===== config.mk =====
export PLATFORM = sky130hd
export DESIGN_NAME = qed_dup_scheduler
export DESIGN_NICKNAME = d
export VERILOG_FILES = /design/src/rtl/qed_dup_scheduler.sv
export SDC_FILE = /design/constraint.sdc
export NUM_CORES = 1
export LEC_CHECK = 0
export ABC_CLOCK_PERIOD_IN_PS = 13600
export CORE_MARGIN = 1
export CORE_UTILIZATION = 30
export DETAILED_ROUTE_END_ITERATION = 6
export PLACE_DENSITY = 0.49
export SLEW_MARGIN = 10
export SYNTH_ARGS = -nofsm -noshare
export SYNTH_HDL_FRONTEND = slang
export SYNTH_SLANG_ARGS = --single-unit

===== constraint.sdc =====
create_clock -name clk -period 13.6 [get_ports clk]
set_input_delay 2.72 -clock clk [delete_from_list [all_inputs] [get_ports clk]]
set_output_delay 2.72 -clock clk [all_outputs]
set_load 0.02 [all_outputs]

===== src/rtl/qed_dup_scheduler.sv =====
// QED duplicate scheduler: issues fetched originals, queues a register-remapped
// copy of each, and later issues those copies in original order.
module qed_dup_scheduler #(
    parameter int DEPTH = 8,
    parameter int CNT_W = 4
) (
    input  logic             clk,
    input  logic             reset,
    input  logic [31:0]      instruction,
    input  logic             inst_valid,
    output logic             inst_ready,
    input  logic             qed_exec_dup,
    input  logic             pipeline_stall,
    output logic [31:0]      qed_ifu_instruction,
    output logic             qed_vld_out,
    output logic             qed_is_dup,
    output logic [CNT_W-1:0] dup_count,
    output logic             qed_ready
);

    localparam int PTR_W = (DEPTH > 1) ? $clog2(DEPTH) : 1;
    localparam logic [CNT_W-1:0] DEPTH_CNT = CNT_W'(DEPTH);
    localparam logic [31:0] NOP_INSTR = 32'h0000_0013;

    typedef enum logic {
        ORIG = 1'b0,
        DUP  = 1'b1
    } state_t;

    state_t           state_reg, state_next;
    logic [31:0]      queue_mem [DEPTH];
    logic [PTR_W-1:0] wr_ptr_reg, rd_ptr_reg;
    logic [CNT_W-1:0] count_reg;
    logic [31:0]      issue_instr_reg;
    logic             issue_vld_reg;
    logic             issue_dup_reg;

    logic q_full, q_empty, go_dup, push, pop;

    // Duplicates use the upper half of the register file: bit 4 of every
    // nonzero register field is forced high; x0 must stay x0.
    function automatic logic [31:0] remap(input logic [31:0] x);
        logic [31:0] y;
        y = x;
        case (x[6:0])
            7'b0110011: begin
                y[11] = x[11] | (|x[11:7]);
                y[19] = x[19] | (|x[19:15]);
                y[24] = x[24] | (|x[24:20]);
            end
            7'b0010011, 7'b0000011: begin
                y[11] = x[11] | (|x[11:7]);
                y[19] = x[19] | (|x[19:15]);
            end
            7'b0100011: begin
                y[19] = x[19] | (|x[19:15]);
                y[24] = x[24] | (|x[24:20]);
            end
            default: y = x;
        endcase
        return y;
    endfunction

    always_comb begin
        q_full     = (count_reg == DEPTH_CNT);
        q_empty    = (count_reg == '0);
        go_dup     = (qed_exec_dup && !q_empty) || q_full;
        inst_ready = reset && (state_reg == ORIG) && !pipeline_stall && !q_full && !go_dup;
        push       = inst_valid && inst_ready;
        pop        = reset && (state_reg == DUP) && !pipeline_stall && !q_empty;
    end

    always_comb begin
        state_next = state_reg;
        if (!pipeline_stall) begin
            case (state_reg)
                ORIG: if (go_dup) state_next = DUP;
                DUP:  if (q_empty || (pop && count_reg == CNT_W'(1))) state_next = ORIG;
                default: state_next = ORIG;
            endcase
        end
    end

    // Queue storage carries no reset; validity is tracked by the pointers/count.
    always_ff @(posedge clk) begin
        if (push) queue_mem[wr_ptr_reg] <= remap(instruction);
    end

    always_ff @(posedge clk) begin
        if (!reset) begin
            state_reg       <= ORIG;
            wr_ptr_reg      <= '0;
            rd_ptr_reg      <= '0;
            count_reg       <= '0;
            issue_instr_reg <= NOP_INSTR;
            issue_vld_reg   <= 1'b0;
            issue_dup_reg   <= 1'b0;
        end else begin
            state_reg     <= state_next;
            issue_vld_reg <= push || pop;
            if (push) begin
                issue_instr_reg <= instruction;
                issue_dup_reg   <= 1'b0;
                wr_ptr_reg      <= wr_ptr_reg + PTR_W'(1);
                count_reg       <= count_reg + CNT_W'(1);
            end else if (pop) begin
                issue_instr_reg <= queue_mem[rd_ptr_reg];
                issue_dup_reg   <= 1'b1;
                rd_ptr_reg      <= rd_ptr_reg + PTR_W'(1);
                count_reg       <= count_reg - CNT_W'(1);
            end
        end
    end

    assign qed_ifu_instruction = issue_instr_reg;
    assign qed_vld_out         = issue_vld_reg;
    assign qed_is_dup          = issue_dup_reg;
    assign dup_count           = count_reg;
    assign qed_ready           = !reset || q_empty;

endmodule


==> out/qor.csv, run 1 <==
metric,value,unit
total CTS buffers,34,
multi-input logic area,2890,um2
r2r setup slk,10.04,ns
clk slew on worst S/H paths,0.06,ns
Fin Setup TNS,0,ns
CTS tree,built,
Period minus WS final,7.036,ns
DP HPWL,14580,um
max_slew headroom,36.15,%
Fill cells,3491,
Setup-failing EPs final,0,
most numerous cell in the Yosys netlist,edfxtp_1,
vias in the first global route,6328,
Mean Syn Cell Area,19.44,um2
met1 Use GR,17.60,%
Mapped Nets,642,
max-slew violations,0,
DRC errors left,0,
dpl cells,1171,
pin count of the biggest net entering global routing,62,
GR peak layer,met2,
Final Hold Fails,0,
vias per cell,4.784,
post-synth top area cell,edfxtp_1,
Place WS,6.584,ns
crit-path cells,clkdlybuf4s50_1 -> nor2_1 -> and4_1 -> clkdlybuf4s50_1,
core area,37930,um2
I/O pin cnt,77,
routed wire length,25940,um
ant diodes,0,
synth cell count leaders,"edfxtp_1, mux4_2, dfxtp_1",
CTS resizes,0,
Die Width,199.2,um
crit path kind,in2out,
Min-Delay Endpoint,qed_ifu_instruction[1]$_SDFFE_PN1P_,
"Seq/Total Area, Yosys",74.13,%
Yosys top cell area share,65.89,%
Rows,71,
Max-Cap Viols,0,
Critical Path AT,4.32,ns
Worst Path Required,10.88,ns
Cell variety after synth,43,
PnR worst setup slack,6.564,ns
Worst Hold Class,reg2reg,
cells after synthesis,600,
CTS Hold Bufs,0,
total die area,39680,um2
port buffer count,76,
first-pass GRT wire length,39770,um
"Max stage delay cell, worst path",clkdlybuf4s50_1,
#FFs+latches synth,304,
max reg flops,256,
P&R area growth vs syn,21.37,%
met3 Track Usage GR,2.380,%
run status,completed,
met2 GRT Util,23.36,%
all-layer global routing usage,13.58,%
Max IR drop VDD,0.07057,mV
Max Clock Skew,0.01754,ns
GPL Wtd Cong,0.7687,
number of flops mapped to enable cells by yosys,256,
CTS max path bufs,3,
antenna violations before repair,0,
Post-CTS Setup Bufs,0,
share of post-route cells with drive strength above 1,19.56,%
Die Ht,199.2,um
CP most frequent cell,clkdlybuf4s50_1,
Nets,738,
"non-filler cells, final",1232,
CTS H-tree lvls,2,
Reg2Reg Depth,8,
gr ovfl total,0,
Cell Pwr Density,140.3,nW/um2
drt pass-1 iters,4,
Synth Flop Type,edfxtp_1,
Least-Margin Pin Slew,0.9578,ns
Final period util,51.73,%
Top Family by Delay on Critical Path,buffers and inverters,
Hold Crit Depth,1,
RSZ-0062 raised after global routing,false,
YS warnings,0,
instance area at placement,13100,um2
Critical Path Fanout Max,5,
largest cells by area after synthesis,"edfxtp_1, mux4_2, dfxtp_1",
Clock Latency Late Sink,0.51,ns
"Design Area, Final",14160,um2
CP peak stage delay,0.60,ns
WL/cell,21.05,um
# clock sinks,304,
Synth Cell Area,11670,um2
min-delay src,qed_ifu_instruction[1]$_SDFFE_PN1P_,
most flop-heavy register,queue_mem,
Crit Reg-Reg Startpoint,dup_count[0]$_SDFFE_PN0P_,
Initial Util,30.76,%
Async SR Flop Fraction,0,%
root buffer cell,clkbuf_16,
leakage,4.399,nW
CP Capture Type,output port,
RR Endpoint,queue_mem[6][22]$_DFFE_PP_,
type of origin of the critical path,primary input,
Achievable Freq,0.1421,GHz
Iter 0 DRT Violations,379,
via count,5894,
Post-DRT Antenna Nets,0,
Util after Layout,37.33,%
register area,8655,um2
Bufs and invs on worst path,2,
## report_power, final
| group | internal, mW | switching, mW |
|---|---|---|
| Combinational | 0.0371 | 0.0479 |
| Clock | 0.516 | 0.357 |
| Sequential | 1.02 | 0.00714 |
| Total | 1.57 | 0.412 |
## final cells by class
type,instances,area share (%)
clock buffer,49,6.548
clock inverter,12,0.9190
inverter,8,0.2121
multi-input combinational,255,20.41
sequential,304,61.12
tap,511,4.515
timing repair buffer,93,6.274
## routing by layer
layer | wire length, um | part of all wire, %
met5 | 0 | 0
met4 | 452 | 1.7
met3 | 1180 | 4.5
met2 | 13170 | 51
met1 | 11130 | 43
## metrics by stage
| step | total power, mW | hold WS, ns |
|---|---|---|
| global placement | 1.133 | 0.4430 |
| global route | 2.055 | 0.4786 |
| floorplan | 1.086 | 0.4622 |
| detailed placement | 1.135 | 0.4500 |
| finish | 1.987 | 0.4577 |
| CTS | 2.014 | 0.4635 |
## placed cells by master (no fill, tap or decap), types with 3 or more instances in the layout
| cell | count |
|---|---|
| edfxtp_1 | 256 |
| clkdlybuf4s50_1 | 76 |
| mux4_2 | 57 |
| dfxtp_1 | 45 |
| clkbuf_16 | 34 |
| nor2_1 | 32 |
| mux2i_1 | 27 |
| a221o_1 | 27 |
| a21oi_1 | 18 |
| buf_4 | 17 |
| nand2_1 | 15 |
| clkbuf_1 | 13 |
| inv_1 | 8 |
| mux4_1 | 7 |
| o21ai_0 | 7 |
| mux2_2 | 6 |
| nand3_1 | 6 |
| a21o_1 | 5 |
| ha_1 | 5 |
| clkinv_2 | 5 |
| o2111ai_1 | 3 |
| nor3b_1 | 3 |
| nor3_1 | 3 |
## logic make-up (layout without fill, tap and decap cells)
kind of cell,after synthesis,after routing,synth area share (%)
XOR/XNOR,3,3,0.2253
AND/OR/NAND/NOR,84,84,3.668
multiplexers,97,97,15.48
AO/OA/AOI/OAI,66,66,4.419
buffers and inverters,41,162,1.544
flip-flops,304,304,74.13
adder cells (fa/ha/maj),5,5,0.5363
## worst max path at each step
stage,from,end,slack (ns),cells past startpoint
6_report,pipeline_stall,inst_ready,6.56,4
5_1_grt,pipeline_stall,inst_ready,6.51,4
4_1_cts,pipeline_stall,inst_ready,6.58,4
3_5_place_dp,pipeline_stall,inst_ready,6.58,4
3_3_place_gp,reset,inst_ready,6.65,3
2_1_floorplan,inst_valid,queue_mem[2][0]$_DFFE_PP_,6.25,3
(Power assumes the default switching activity.)
==> run 2: changes to the inputs <==
- ABC_CLOCK_PERIOD_IN_PS: 13600 -> 7100
- clock period: 13.6 -> 7.1 ns (I/O delays scaled with it)
==> run 2 against run 1 <==
Total power up 98%. Critical path type unchanged. Combinational power up 91%. Via count up 0.31%. Sequential power up 91%. Highest routed layer unchanged.
==> out/qor.csv, run 2 (synthesis results as in run 1) <==
metric,value,unit,change
vias in the first global route,6465,,"was 6,328"
Setup-failing EPs final,0,,unchanged
met3 Track Usage GR,2.430,%,was 2.380%
"non-filler cells, final",1235,,"was 1,232"
CP most frequent cell,clkdlybuf4s50_1,,unchanged
WL/cell,20.54,um,was 21.05 um
type of origin of the critical path,primary input,,unchanged
part of the power in combinational logic,4.1,%,was 4.3%
crit path kind,in2out,,unchanged
Cell Int Power,3.146,mW,was 1.575 mW
Crit Reg-Reg Startpoint,dup_count[0]$_SDFFE_PN0P_,,unchanged
"most common cell after layout, fill and taps aside",edfxtp_1,,unchanged
CTS max path bufs,3,,unchanged
Period minus WS final,4.408,ns,
Max Clock Skew,0.02089,ns,was 0.01754 ns
Final Hold Fails,0,,unchanged
Final period util,62.09,%,
CP peak stage delay,0.71,ns,was 0.60 ns
all-layer global routing usage,13.23,%,was 13.58%
most flop-heavy register,queue_mem,,unchanged
drt pass-1 iters,4,,unchanged
dpl cells,1172,,"was 1,171"
Rows,71,,unchanged
Die Width,199.2,um,unchanged
gr ovfl total,0,,unchanged
Hold Crit Depth,1,,unchanged
total die area,39680,um2,unchanged
Post-DRT Antenna Nets,0,,unchanged
first-pass GRT wire length,38740,um,"was 39,770 um"
Fill cells,3477,,"was 3,491"
Worst Hold Class,reg2reg,,unchanged
CTS Hold Bufs,0,,unchanged
Pwr Total,3.928,mW,was 1.987 mW
Cell Pwr Density,275.2,nW/um2,was 140.3 nW/um2
"Max stage delay cell, worst path",clkdlybuf4s50_1,,unchanged
met2 GRT Util,23.04,%,was 23.36%
DRC errors left,0,,unchanged
Max-Cap Viols,0,,unchanged
pin count of the biggest net entering global routing,62,,unchanged
Clock Latency Late Sink,0.51,ns,about the same
GR peak layer,met2,,unchanged
Sw Pwr,781.5,uW,was 412.1 uW
PnR worst setup slack,2.692,ns,was 6.564 ns
max reg flops,256,,unchanged
# clock sinks,304,,unchanged
Net Sw Frac,19.90,%,was 20.74%
antenna violations before repair,0,,unchanged
Worst Path Required,5.68,ns,was 10.88 ns
RR Endpoint,queue_mem[6][22]$_DFFE_PP_,,unchanged
CTS tree,built,,unchanged
Least-Margin Pin Slew,0.9406,ns,was 0.9578 ns
Fin Setup TNS,0,ns,unchanged
ant diodes,0,,unchanged
vias per cell,4.787,,was 4.784
CP Capture Type,output port,,unchanged
DP HPWL,14420,um,"was 14,580 um"
Max IR drop VDD,0.1542,mV,was 0.07057 mV
core area,37930,um2,unchanged
multi-input logic area,2884,um2,was 2890 um2
r2r setup slk,4.04,ns,was 10.04 ns
share of post-route cells with drive strength above 1,19.89,%,was 19.56%
GPL Wtd Cong,0.7652,,was 0.7687
Post-CTS Setup Bufs,0,,unchanged
Min-Delay Endpoint,qed_ifu_instruction[4]$_SDFFE_PN1P_,,was qed_ifu_instruction[1]$_SDFFE_PN1P_
port buffer count,76,,unchanged
Clock power frac,45.7,%,was 43.9%
Reg2Reg Depth,8,,unchanged
Nets,740,,was 738
CTS resizes,0,,unchanged
leakage,4.450,nW,was 4.399 nW
met1 Use GR,16.57,%,was 17.60%
I/O pin cnt,77,,unchanged
root buffer cell,clkbuf_16,,unchanged
Critical Path AT,2.99,ns,was 4.32 ns
CTS H-tree lvls,2,,unchanged
via count,5912,,"was 5,894"
register area,8655,um2,unchanged
P&R area growth vs syn,22.32,%,was 21.37%
crit-path cells,clkdlybuf4s50_1 -> and4_1 -> clkdlybuf4s50_1,,was clkdlybuf4s50_1 -> nor2_1 -> and4_1 -> clkdlybuf4s50_1
Initial Util,30.76,%,unchanged
clk slew on worst S/H paths,0.06,ns,about the same
total CTS buffers,35,,was 34
RSZ-0062 raised after global routing,false,,unchanged
Place WS,2.445,ns,was 6.584 ns
min-delay src,qed_ifu_instruction[4]$_SDFFE_PN1P_,,was qed_ifu_instruction[1]$_SDFFE_PN1P_
Seq pwr share,50.2,%,was 51.8%
routed wire length,25370,um,"was 25,940 um"
Achievable Freq,0.2269,GHz,
run status,completed,,unchanged
Critical Path Fanout Max,12,,was 5
"commonest non-fill, non-tap cells in the layout","edfxtp_1, clkdlybuf4s50_1, mux4_2",,unchanged
Hold WS,0.4546,ns,was 0.4577 ns
Die Ht,199.2,um,unchanged
Iter 0 DRT Violations,366,,was 379
max_slew headroom,37.29,%,was 36.15%
max-slew violations,0,,unchanged
==> run 2: cell count changes in the layout (fill, tap and decap cells not counted), moves of 2 or more <==
cell       previous run  this run
clkbuf_1             13        11
clkbuf_16            34        37
clkbuf_8              2         5
clkinv_1              1         3
clkinv_2              5         1
==> run 2: area by class of cell <==
cell class / count / share of cell area (%)
well taps: 511 / 4.481
inverters: 8 / 0.2104
clock inverters: 10 / 0.9119
multi-input cells: 255 / 20.21
flip-flops and latches: 304 / 60.65
clock buffers: 53 / 7.260
repair buffers: 94 / 6.278
==> run 2: routing by layer <==
metal  up-vias  routed length, um
met5         -                  0
met4         0                493
met3        38               1109
met2       120              12960
met1      3082              10810
li1       2672                  -
==> run 2: per-stage QoR <==
step	util (%)	instance area, um2
after global placement	34.54	13100
after detailed placement	34.54	13100
after floorplan	-	11670
final	37.62	14270
after global routing	37.62	14270
after CTS	37.62	14270
==> run 2: worst max-delay path by stage <==
| stage | startpoint | endpoint |
|---|---|---|
| global route | pipeline_stall | inst_ready |
| CTS | reset | inst_ready |
| detailed placement | reset | queue_mem[6][26]$_DFFE_PP_ |
| global placement | reset | queue_mem[6][15]$_DFFE_PP_ |
| finish | reset | inst_ready |
| floorplan | inst_valid | queue_mem[2][0]$_DFFE_PP_ |
==> run 2: worst max-delay path: cells and delay by family <==
family / cells / cell delay (ns)
simple gates: 1 / 0.25
buf+inv: 2 / 1.31
==> run 2: power by group through the flow <==
stage / clock (mW) / sequential, mW / combinational, mW
final: 1.79 / 1.97 / 0.162
after CTS: 1.84 / 1.97 / 0.166
after detailed placement: 0 / 2.01 / 0.165
after floorplan: 0 / 2.02 / 0.0574
after global placement: 0 / 2.01 / 0.162
after global routing: 1.91 / 1.97 / 0.176
